$ cat config.mk
export PLATFORM = sky130hd
export DESIGN_NAME = display_button_scanner
export DESIGN_NICKNAME = d
export VERILOG_FILES = /design/src/rtl/display_button_scanner.sv
export SDC_FILE = /design/constraint.sdc
export NUM_CORES = 1
export LEC_CHECK = 0
export CORE_ASPECT_RATIO = 2
export CORE_MARGIN = 2
export CORE_UTILIZATION = 50
export DETAILED_ROUTE_END_ITERATION = 7
export PLACE_DENSITY = 0.84
export SETUP_SLACK_MARGIN = 0.05
export SKIP_LAST_GASP = 1
export SLEW_MARGIN = 15
export SYNTH_ARGS = -nofsm -noshare
export SYNTH_HDL_FRONTEND = slang
export SYNTH_SLANG_ARGS = --single-unit
export TNS_END_PERCENT = 20
$ cat constraint.sdc
create_clock -name CLOCK_50 -period 1.9 [get_ports CLOCK_50]
set_clock_uncertainty 0.1 [all_clocks]
set_input_delay 0.19 -clock CLOCK_50 [delete_from_list [all_inputs] [get_ports CLOCK_50]]
set_output_delay 0.19 -clock CLOCK_50 [all_outputs]
set_load 0.01 [all_outputs]
$ cat src/rtl/display_button_scanner.sv
// display_button_scanner
// Continuously scans a 74HC165-style parallel-in/serial-out button chain.
// A tick divider paces the external shift clock; an FSM pulses the parallel
// load, samples each serial bit MSB-first and then clocks the chain on.
// At the end of each complete scan it publishes a registered,
// polarity-corrected button word together with one-cycle valid and
// changed strobes.

module display_button_scanner #(
  parameter int CLK_DIV  = 8,   // CLOCK_50 cycles per shift-clock half-period, >= 4
  parameter int N_BITS   = 16,  // length of the external shift-register chain
  parameter int SCAN_GAP = 16,  // idle ticks between scans
  parameter int INVERT   = 1    // 1 = buttons are active-low on the wire
) (
  input  logic              CLOCK_50,
  input  logic              reset,
  output logic              SHIFT_CLKIN,
  output logic              SHIFT_LOAD,
  input  logic              SHIFT_OUT,
  output logic [N_BITS-1:0] buttons,
  output logic              valid,
  output logic              changed
);

  localparam int DIV_W = (CLK_DIV > 1) ? $clog2(CLK_DIV) : 1;
  localparam int BIT_W = (N_BITS > 1) ? $clog2(N_BITS) : 1;
  localparam int GAP_W = (SCAN_GAP > 0) ? $clog2(SCAN_GAP + 1) : 1;

  localparam logic [DIV_W-1:0] DIV_LAST = DIV_W'(CLK_DIV - 1);
  localparam logic [BIT_W-1:0] BIT_LAST = BIT_W'(N_BITS - 1);
  localparam logic [GAP_W-1:0] GAP_LAST = GAP_W'(SCAN_GAP - 1);

  typedef enum logic [2:0] {
    S_IDLE,
    S_LOAD,
    S_HOLD,
    S_SHIFT_LO,
    S_SHIFT_HI,
    S_DONE
  } state_t;

  state_t             state;
  logic [DIV_W-1:0]   div_cnt;
  logic [BIT_W-1:0]   bit_cnt;
  logic [GAP_W-1:0]   gap_cnt;
  logic [1:0]         sync_q;
  logic [N_BITS-1:0]  capture;
  logic [N_BITS-1:0]  scan_word;
  logic               tick;

  // One tick per CLK_DIV cycles; every FSM step except DONE waits on it.
  assign tick = (div_cnt == DIV_LAST);

  // Captured bits are corrected for wire polarity before publication.
  assign scan_word = (INVERT != 0) ? ~capture : capture;

  // Tick divider: free-running modulo CLK_DIV, realigned to 0 in the DONE
  // cycle so that every scan period is exactly one cycle longer than the
  // tick-aligned part of the scan.
  // NOTE: clocked state is always updated with non-blocking assignments so
  // every flop samples the pre-edge value of its neighbours.
  always_ff @(posedge CLOCK_50 or posedge reset) begin
    if (reset) begin
      div_cnt <= '0;
    end else if (state == S_DONE || tick) begin
      div_cnt <= '0;
    end else begin
      div_cnt <= div_cnt + DIV_W'(1);
    end
  end

  // Two-flop synchroniser for the asynchronous serial data line.
  always_ff @(posedge CLOCK_50 or posedge reset) begin
    if (reset) begin
      sync_q <= 2'b00;
    end else begin
      sync_q <= {sync_q[0], SHIFT_OUT};
    end
  end

  // Scan sequencer with registered pin drives and registered results. The
  // published word and strobes are loaded on the edge that enters DONE, so
  // they are visible for exactly the one cycle spent in DONE.
  // NOTE: the capture register is reset along with everything else; it is
  // a plain flop bank rather than a memory, so the reset costs nothing and
  // keeps simulation free of X before the first scan completes.
  always_ff @(posedge CLOCK_50 or posedge reset) begin
    if (reset) begin
      state       <= S_IDLE;
      gap_cnt     <= '0;
      bit_cnt     <= '0;
      capture     <= '0;
      SHIFT_CLKIN <= 1'b0;
      SHIFT_LOAD  <= 1'b1;
      buttons     <= '0;
      valid       <= 1'b0;
      changed     <= 1'b0;
    end else begin
      valid   <= 1'b0;
      changed <= 1'b0;
      case (state)
        S_IDLE: begin
          SHIFT_LOAD  <= 1'b1;
          SHIFT_CLKIN <= 1'b0;
          if (SCAN_GAP == 0) begin
            state      <= S_LOAD;
            SHIFT_LOAD <= 1'b0;
          end else if (tick) begin
            if (gap_cnt == GAP_LAST) begin
              gap_cnt    <= '0;
              state      <= S_LOAD;
              SHIFT_LOAD <= 1'b0;
            end else begin
              gap_cnt <= gap_cnt + GAP_W'(1);
            end
          end
        end

        S_LOAD: begin
          if (tick) begin
            SHIFT_LOAD <= 1'b1;
            state      <= S_HOLD;
          end
        end

        S_HOLD: begin
          if (tick) begin
            bit_cnt <= '0;
            state   <= S_SHIFT_LO;
          end
        end

        S_SHIFT_LO: begin
          // The chain presents its next bit before the rising edge, so the
          // sample is taken at the end of the low phase.
          if (tick) begin
            capture[BIT_LAST - bit_cnt] <= sync_q[1];
            SHIFT_CLKIN                 <= 1'b1;
            state                       <= S_SHIFT_HI;
          end
        end

        S_SHIFT_HI: begin
          if (tick) begin
            SHIFT_CLKIN <= 1'b0;
            if (bit_cnt == BIT_LAST) begin
              buttons <= scan_word;
              valid   <= 1'b1;
              changed <= (scan_word != buttons);
              state   <= S_DONE;
            end else begin
              bit_cnt <= bit_cnt + BIT_W'(1);
              state   <= S_SHIFT_LO;
            end
          end
        end

        S_DONE: begin
          // With no idle gap the next load starts straight away so its low
          // pulse spans a full tick period from the realigned divider.
          if (SCAN_GAP == 0) begin
            state      <= S_LOAD;
            SHIFT_LOAD <= 1'b0;
          end else begin
            state <= S_IDLE;
          end
        end

        default: begin
          state <= S_IDLE;
        end
      endcase
    end
  end

endmodule

==> results of run 1 <==
==> critical path: stages (launching register included) <==
cell	delay, ps
dfrtp_1	390
ha_2	190
ha_2	190
and4b_2	260
and2_4	180
nand2_1	80
mux2_2	330
==> through the flow <==
| stage | setup slack (ps) | instance area [sq um] |
|---|---|---|
| after global placement | 77.4 | 2870 |
| final | 81.1 | 2980 |
| after floorplan | 56.8 | 2540 |
| after global routing | 13.5 | 2980 |
| after CTS | 52.4 | 2970 |
| after detailed placement | 16.6 | 2870 |
==> cell type report <==
cell class | count | area [sq um]
clock buffer | 5 | 68.8
clock inverter | 3 | 17.5
fill | 383 | 1880
inverter | 6 | 22.5
multi-input combinational | 166 | 1130
sequential | 53 | 1330
tap | 57 | 71.3
timing repair buffer | 35 | 343
==> layer usage <==
layer	GRT usage [%]	routed length (um)	vias up	part of all wire, %
li1	-	-	868	-
met1	21.6	1740	881	36
met2	34.3	2860	35	59
met3	3.00	118	8	2.4
met4	8.39	112	0	2.3
met5	0	0	-	0
==> Yosys cell counts, types with 3 or more instances <==
master	n	area share, %
a21oi_1	4	0.79
and2_1	3	0.74
and2_2	4	1.2
buf_2	4	0.79
buf_4	4	1.2
dfrtp_1	52	51
ha_1	7	3.5
inv_1	6	0.89
mux2_2	17	7.6
nand2_1	41	6.1
nand3_1	6	1.2
nand4_1	7	1.7
nor2_1	8	1.2
nor2b_1	6	1.5
o21ai_0	21	4.1
o31ai_1	4	1.2
xor2_1	16	5.5
==> state kept, by name (all words and copies together), names as in the netlist <==
name / cells
buttons: 16
valid: 1
state: 3
capture: 16
sync_q: 2
div_cnt: 3
bit_cnt: 4
SHIFT_CLKIN: 1
gap_cnt: 5
changed: 1
SHIFT_LOAD: 1
==> cells by family (layout without fill, tap and decap cells) <==
family	Yosys count	count (layout)
simple gates	85	85
buf+inv	17	49
flops	53	53
mux	17	17
fa+ha+maj	7	7
xor+xnor	18	18
compound gates	39	39
==> timing repair <==
| action | in CTS | in global routing |
|---|---|---|
| resized for setup | 2 | 3 |
| pin swaps | 2 | 1 |
| setup buffers | 1 | 0 |
| setup endpoints to repair | 14 | 15 |
==> power by group <==
group	switching, mW	internal, mW
sequential	0.00451	1.13
clock	0.367	0.255
combinational	0.0225	0.00950
==> worst paths after layout <==
kind	from	cells past startpoint	slack, ps	endpoint
max	div_cnt[0]$_DFF_PP0_	6	80	capture[3]$_DFFE_PP0P_
min	reset	2	80	buttons[1]$_DFFE_PP0P_
max reg2reg	div_cnt[0]$_DFF_PP0_	6	80	capture[3]$_DFFE_PP0P_
min reg2reg	sync_q[0]$_DFF_PP0_	0	260	sync_q[1]$_DFF_PP0_
max in group asynchronous	reset	3	1070	SHIFT_LOAD$_DFFE_PP1P_
min in group CLOCK_50	SHIFT_OUT	1	210	sync_q[0]$_DFF_PP0_
==> impl_results.md, run 1 <==
* Nets at 277
* Hold Vio Cnt, Final at 0
* Fin crit period at 1820 ps
* Vias in the first global route at 1772
* Mean Syn Cell Area at 10.7 sq um
* # DRC at 0
* Final setup violation count at 0
* Commonest non-fill, non-tap cells in the layout: dfrtp_1, nand2_1, clkdlybuf4s50_1
* Top fanout value on the critical path at 4
* Port bufs at 22
* CTS tree: yes
* Initial antenna violation count at 0
* Largest net degree at the start of global routing at 35
* Synth Area in Adders at 3.46%
* Synth Area in XOR/XNOR at 6.22%
* Commonest non-fill, non-tap cell in the layout: dfrtp_1
* Total CTS buffers at 5
* Number of synthesized flops with an enable pin at 0
* Die Ht at 105 um
* Top_reg_cell synth: dfrtp_1
* Vias per inst at 5.51
* Synth warn at 0
* IR drop worst, VDD at 0.522 mV
* Compound-Gate Fraction of Synth Area at 9.28%
* Power Dens Cells at 600 nW/um^2
* Initial drt markers at 45
* Post-route ant nets at 0
* Initial Util at 52.1%
* Die X at 54.3 um
* Latest clock arrival within the worst-skew pair at 310 ps
* Global-route wire length before repair at 8170 um
* Max Buffers Root-to-Sink at 2
* Max-slew violation count at 0
* Syn Nets at 246
* Sum Neg Setup Slack at 0 ps
* Site Rows at 36
* Hold Slack at 84.6 ps
* Clock sink count at 53
* Library cells used by synthesis at 38
* Full die area at 5690 sq um
* Area grow syn2layout at 17.6%
* Overall Global Routing Usage at 19.5%
* Cell count after synthesis at 236
* Worst EP arrival at 1920 ps
* Setup crit start kind: flop
* Hold_buf cts at 0
* Antenna cell count at 0
* Async S/R FF share, synth at 100%
* H-tree levels at 2
* Total of max-cap violations at 0
* Simple-Gate Fraction of Synth Area at 17.2%
* Tightest Pin Transition at 474 ps
* Hold/Removal Path Class: in2async
* Total grt overflow at 0
* Mux contribution to synthesized area at 7.56%
* Post-synthesis cell area at 2530 sq um
* Highest clock rate at 0.550 GHz
* Crit path required time at 2000 ps
* Placer congestion estimate at 0.895
* Leakage at 1.47 nW
* Crit. End Element: flop
* DP HPWL at 3600 um
* Share of layout cells above drive strength 1 at 20.1%
* CTS root buf: clkbuf_8
* Post-route insts no fill at 325
* I/O pins at 23
* Largest family of logic cells by synthesized area: simple AND/OR/NAND/NOR gates
* Drt first pass iters at 4
* Final Power at 1.79 mW
* Fin crit share at 95.7%
* Outcome: completed
* Sequential area share after synthesis at 52.4%
* DRT Wirelength at 4840 um
* Synthesized flop and latch total at 53
* Core ar. at 4860 sq um
* Max_slew headroom at 68.3%
* RSZ-0062 raised after global routing: yes
* CTS clk-pin slew, worst paths at 90 ps
* DR vias at 1792
* Kind of critical path: reg2reg
* Inst Count DP at 316
* Finished Core Util at 61.3%
* Wire length per cell at 14.9 um
Power figures use the tool's default switching activity.
==> inputs of run 2 (changes only) <==
- MAX_ROUTING_LAYER: not set -> met4
==> impl_results.md, run 2 (synthesized netlist as in run 1, its figures left out) <==
* Outcome: completed (unchanged)
* Latest clock arrival within the worst-skew pair at 310 ps (about the same)
* # DRC at 0 (unchanged)
* Drt first pass iters at 4 (unchanged)
* H-tree levels at 2 (unchanged)
* Initial antenna violation count at 0 (unchanged)
* Placer congestion estimate at 0.910 (was 0.895)
* IR drop worst, VDD at 0.521 mV (was 0.522 mV)
* Max Buffers Root-to-Sink at 2 (unchanged)
* Max_slew headroom at 69.2% (was 68.3%)
* RSZ-0062 raised after global routing: yes (unchanged)
* Crit path required time at 2000 ps (about the same)
* Max incr delay on CP at 390 ps (about the same)
* Sum Neg Setup Slack at 0 ps (unchanged)
* Hold Vio Cnt, Final at 0 (unchanged)
* Fin crit period at 1820 ps (about the same)
* DRT Wirelength at 4810 um (was 4840 um)
* Port bufs at 22 (unchanged)
* Vias in the first global route at 1771 (was 1772)
* Initial drt markers at 48 (was 45)
* Leakage at 1.47 nW (about the same)
* Antenna cell count at 0 (unchanged)
* Cells along the critical path: ha_2 -> ha_2 -> and4b_2 -> and2_4 -> nand2_1 -> mux2_2 (unchanged)
* Clock sink count at 53 (unchanged)
* Bufs and invs on worst path at 0 (unchanged)
* Commonest non-fill, non-tap cells in the layout: dfrtp_1, nand2_1, clkdlybuf4s50_1 (unchanged)
* Max-slew violation count at 0 (unchanged)
* Kind of critical path: reg2reg (unchanged)
* R2R setup slack at 80 ps (about the same)
* Total of max-cap violations at 0 (unchanged)
* Post-route insts no fill at 325 (unchanged)
* DP HPWL at 3600 um (unchanged)
* Full die area at 5690 sq um (unchanged)
* Top Family by Delay on Critical Path: simple AND/OR/NAND/NOR gates (unchanged)
* Die Ht at 105 um (unchanged)
* Core ar. at 4860 sq um (unchanged)
* Total CTS buffers at 5 (unchanged)
* CTS root buf: clkbuf_8 (unchanged)
* Overall Global Routing Usage at 20.0% (was 19.5%)
* Setup crit start kind: flop (unchanged)
* Inst Count DP at 316 (unchanged)
* Top fanout value on the critical path at 4 (unchanged)
* Total grt overflow at 0 (unchanged)
* Largest net degree at the start of global routing at 35 (unchanged)
* Top cell by count, worst path: ha_2 (unchanged)
* Crit. End Element: flop (unchanged)
* Nets at 277 (unchanged)
* CTS clk-pin slew, worst paths at 90 ps (about the same)
* Highest clock rate at 0.550 GHz (about the same)
* Wire length per cell at 14.8 um (was 14.9 um)
* Site Rows at 36 (unchanged)
* Slowest cell on crit path: dfrtp_1 (unchanged)
* Hold/Removal Path Class: in2async (unchanged)
* Final setup violation count at 0 (unchanged)
* Share of layout cells above drive strength 1 at 20.1% (unchanged)
* Fin crit share at 95.7% (about the same)
* Vias per inst at 5.54 (was 5.51)
* Area grow syn2layout at 17.8% (was 17.6%)
* I/O pins at 23 (unchanged)
* Tightest Pin Transition at 461 ps (was 474 ps)
* Initial Util at 52.1% (unchanged)
* Commonest non-fill, non-tap cell in the layout: dfrtp_1 (unchanged)
* Global-route wire length before repair at 8190 um (was 8170 um)
* CTS tree: yes (unchanged)
* DR vias at 1800 (was 1792)
* Power Dens Cells at 599 nW/um^2 (was 600 nW/um^2)
* Post-route ant nets at 0 (unchanged)
* Die X at 54.3 um (unchanged)
* Worst EP arrival at 1920 ps (about the same)
* Top Registers: buttons x16, capture x16, gap_cnt x5 (unchanged)
-- run 2: worst paths after layout --
kind | from | to | depth (start not counted)
setup / recovery | div_cnt[0]$_DFF_PP0_ | capture[3]$_DFFE_PP0P_ | 6
hold / removal | reset | buttons[1]$_DFFE_PP0P_ | 2
setup reg to reg | div_cnt[0]$_DFF_PP0_ | capture[3]$_DFFE_PP0P_ | 6
hold reg to reg | sync_q[0]$_DFF_PP0_ | sync_q[1]$_DFF_PP0_ | 0
max in group asynchronous | reset | SHIFT_LOAD$_DFFE_PP1P_ | 3
min in group CLOCK_50 | SHIFT_OUT | sync_q[0]$_DFF_PP0_ | 1
-- run 2: cell type report --
type / instances / area (sq um)
fillers: 381 / 1880
flip-flops and latches: 53 / 1330
multi-input cells: 166 / 1130
repair buffers: 35 / 343
well taps: 57 / 71.3
clock buffers: 5 / 68.8
inverters: 6 / 22.5
clock inverters: 3 / 17.5
-- run 2: layer usage --
| metal | track usage (%) | part of all wire [%] | wire (um) |
|---|---|---|---|
| met1 | 21.9 | 35 | 1710 |
| met2 | 34.3 | 59 | 2850 |
| met3 | 3.00 | 2.9 | 138 |
| met4 | 8.39 | 2.4 | 114 |
| met5 | - | 0 | 0 |
-- run 2: stage by stage --
stage	power, mW	hold slack, ps	setup slack, ps	utilization (%)	area (sq um)
5_1_grt	1.86	133	15.8	61.3	2980
3_3_place_gp	1.19	234	77.4	59.0	2870
3_5_place_dp	1.19	239	16.6	59.0	2870
6_report	1.79	86.2	82.4	61.3	2980
2_1_floorplan	1.17	121	56.8	-	2540
4_1_cts	1.81	95.7	52.4	61.0	2970
-- run 2: power by group --
group	leakage, nW	total, mW	switching [mW]	internal (mW)
Clock	0.0439	0.623	0.368	0.255
Sequential	0.718	1.13	0.00448	1.13
Combinational	0.710	0.0320	0.0225	0.00953
Total	1.47	1.79	0.395	1.39
-- run 2: worst register-to-register path, cell delays in order, from the launching register on --
cell and delay [ps]:
dfrtp_1 390, ha_2 190, ha_2 190, and4b_2 260, and2_4 180, nand2_1 80
mux2_2 330
-- run 2: repair_timing --
item	4_1_cts	5_1_grt
hold buffers	0	0
setup endpoints to repair	14	15
gates resized for setup	2	4
pin swaps	2	2
cloned	0	0
buffers inserted	1	0
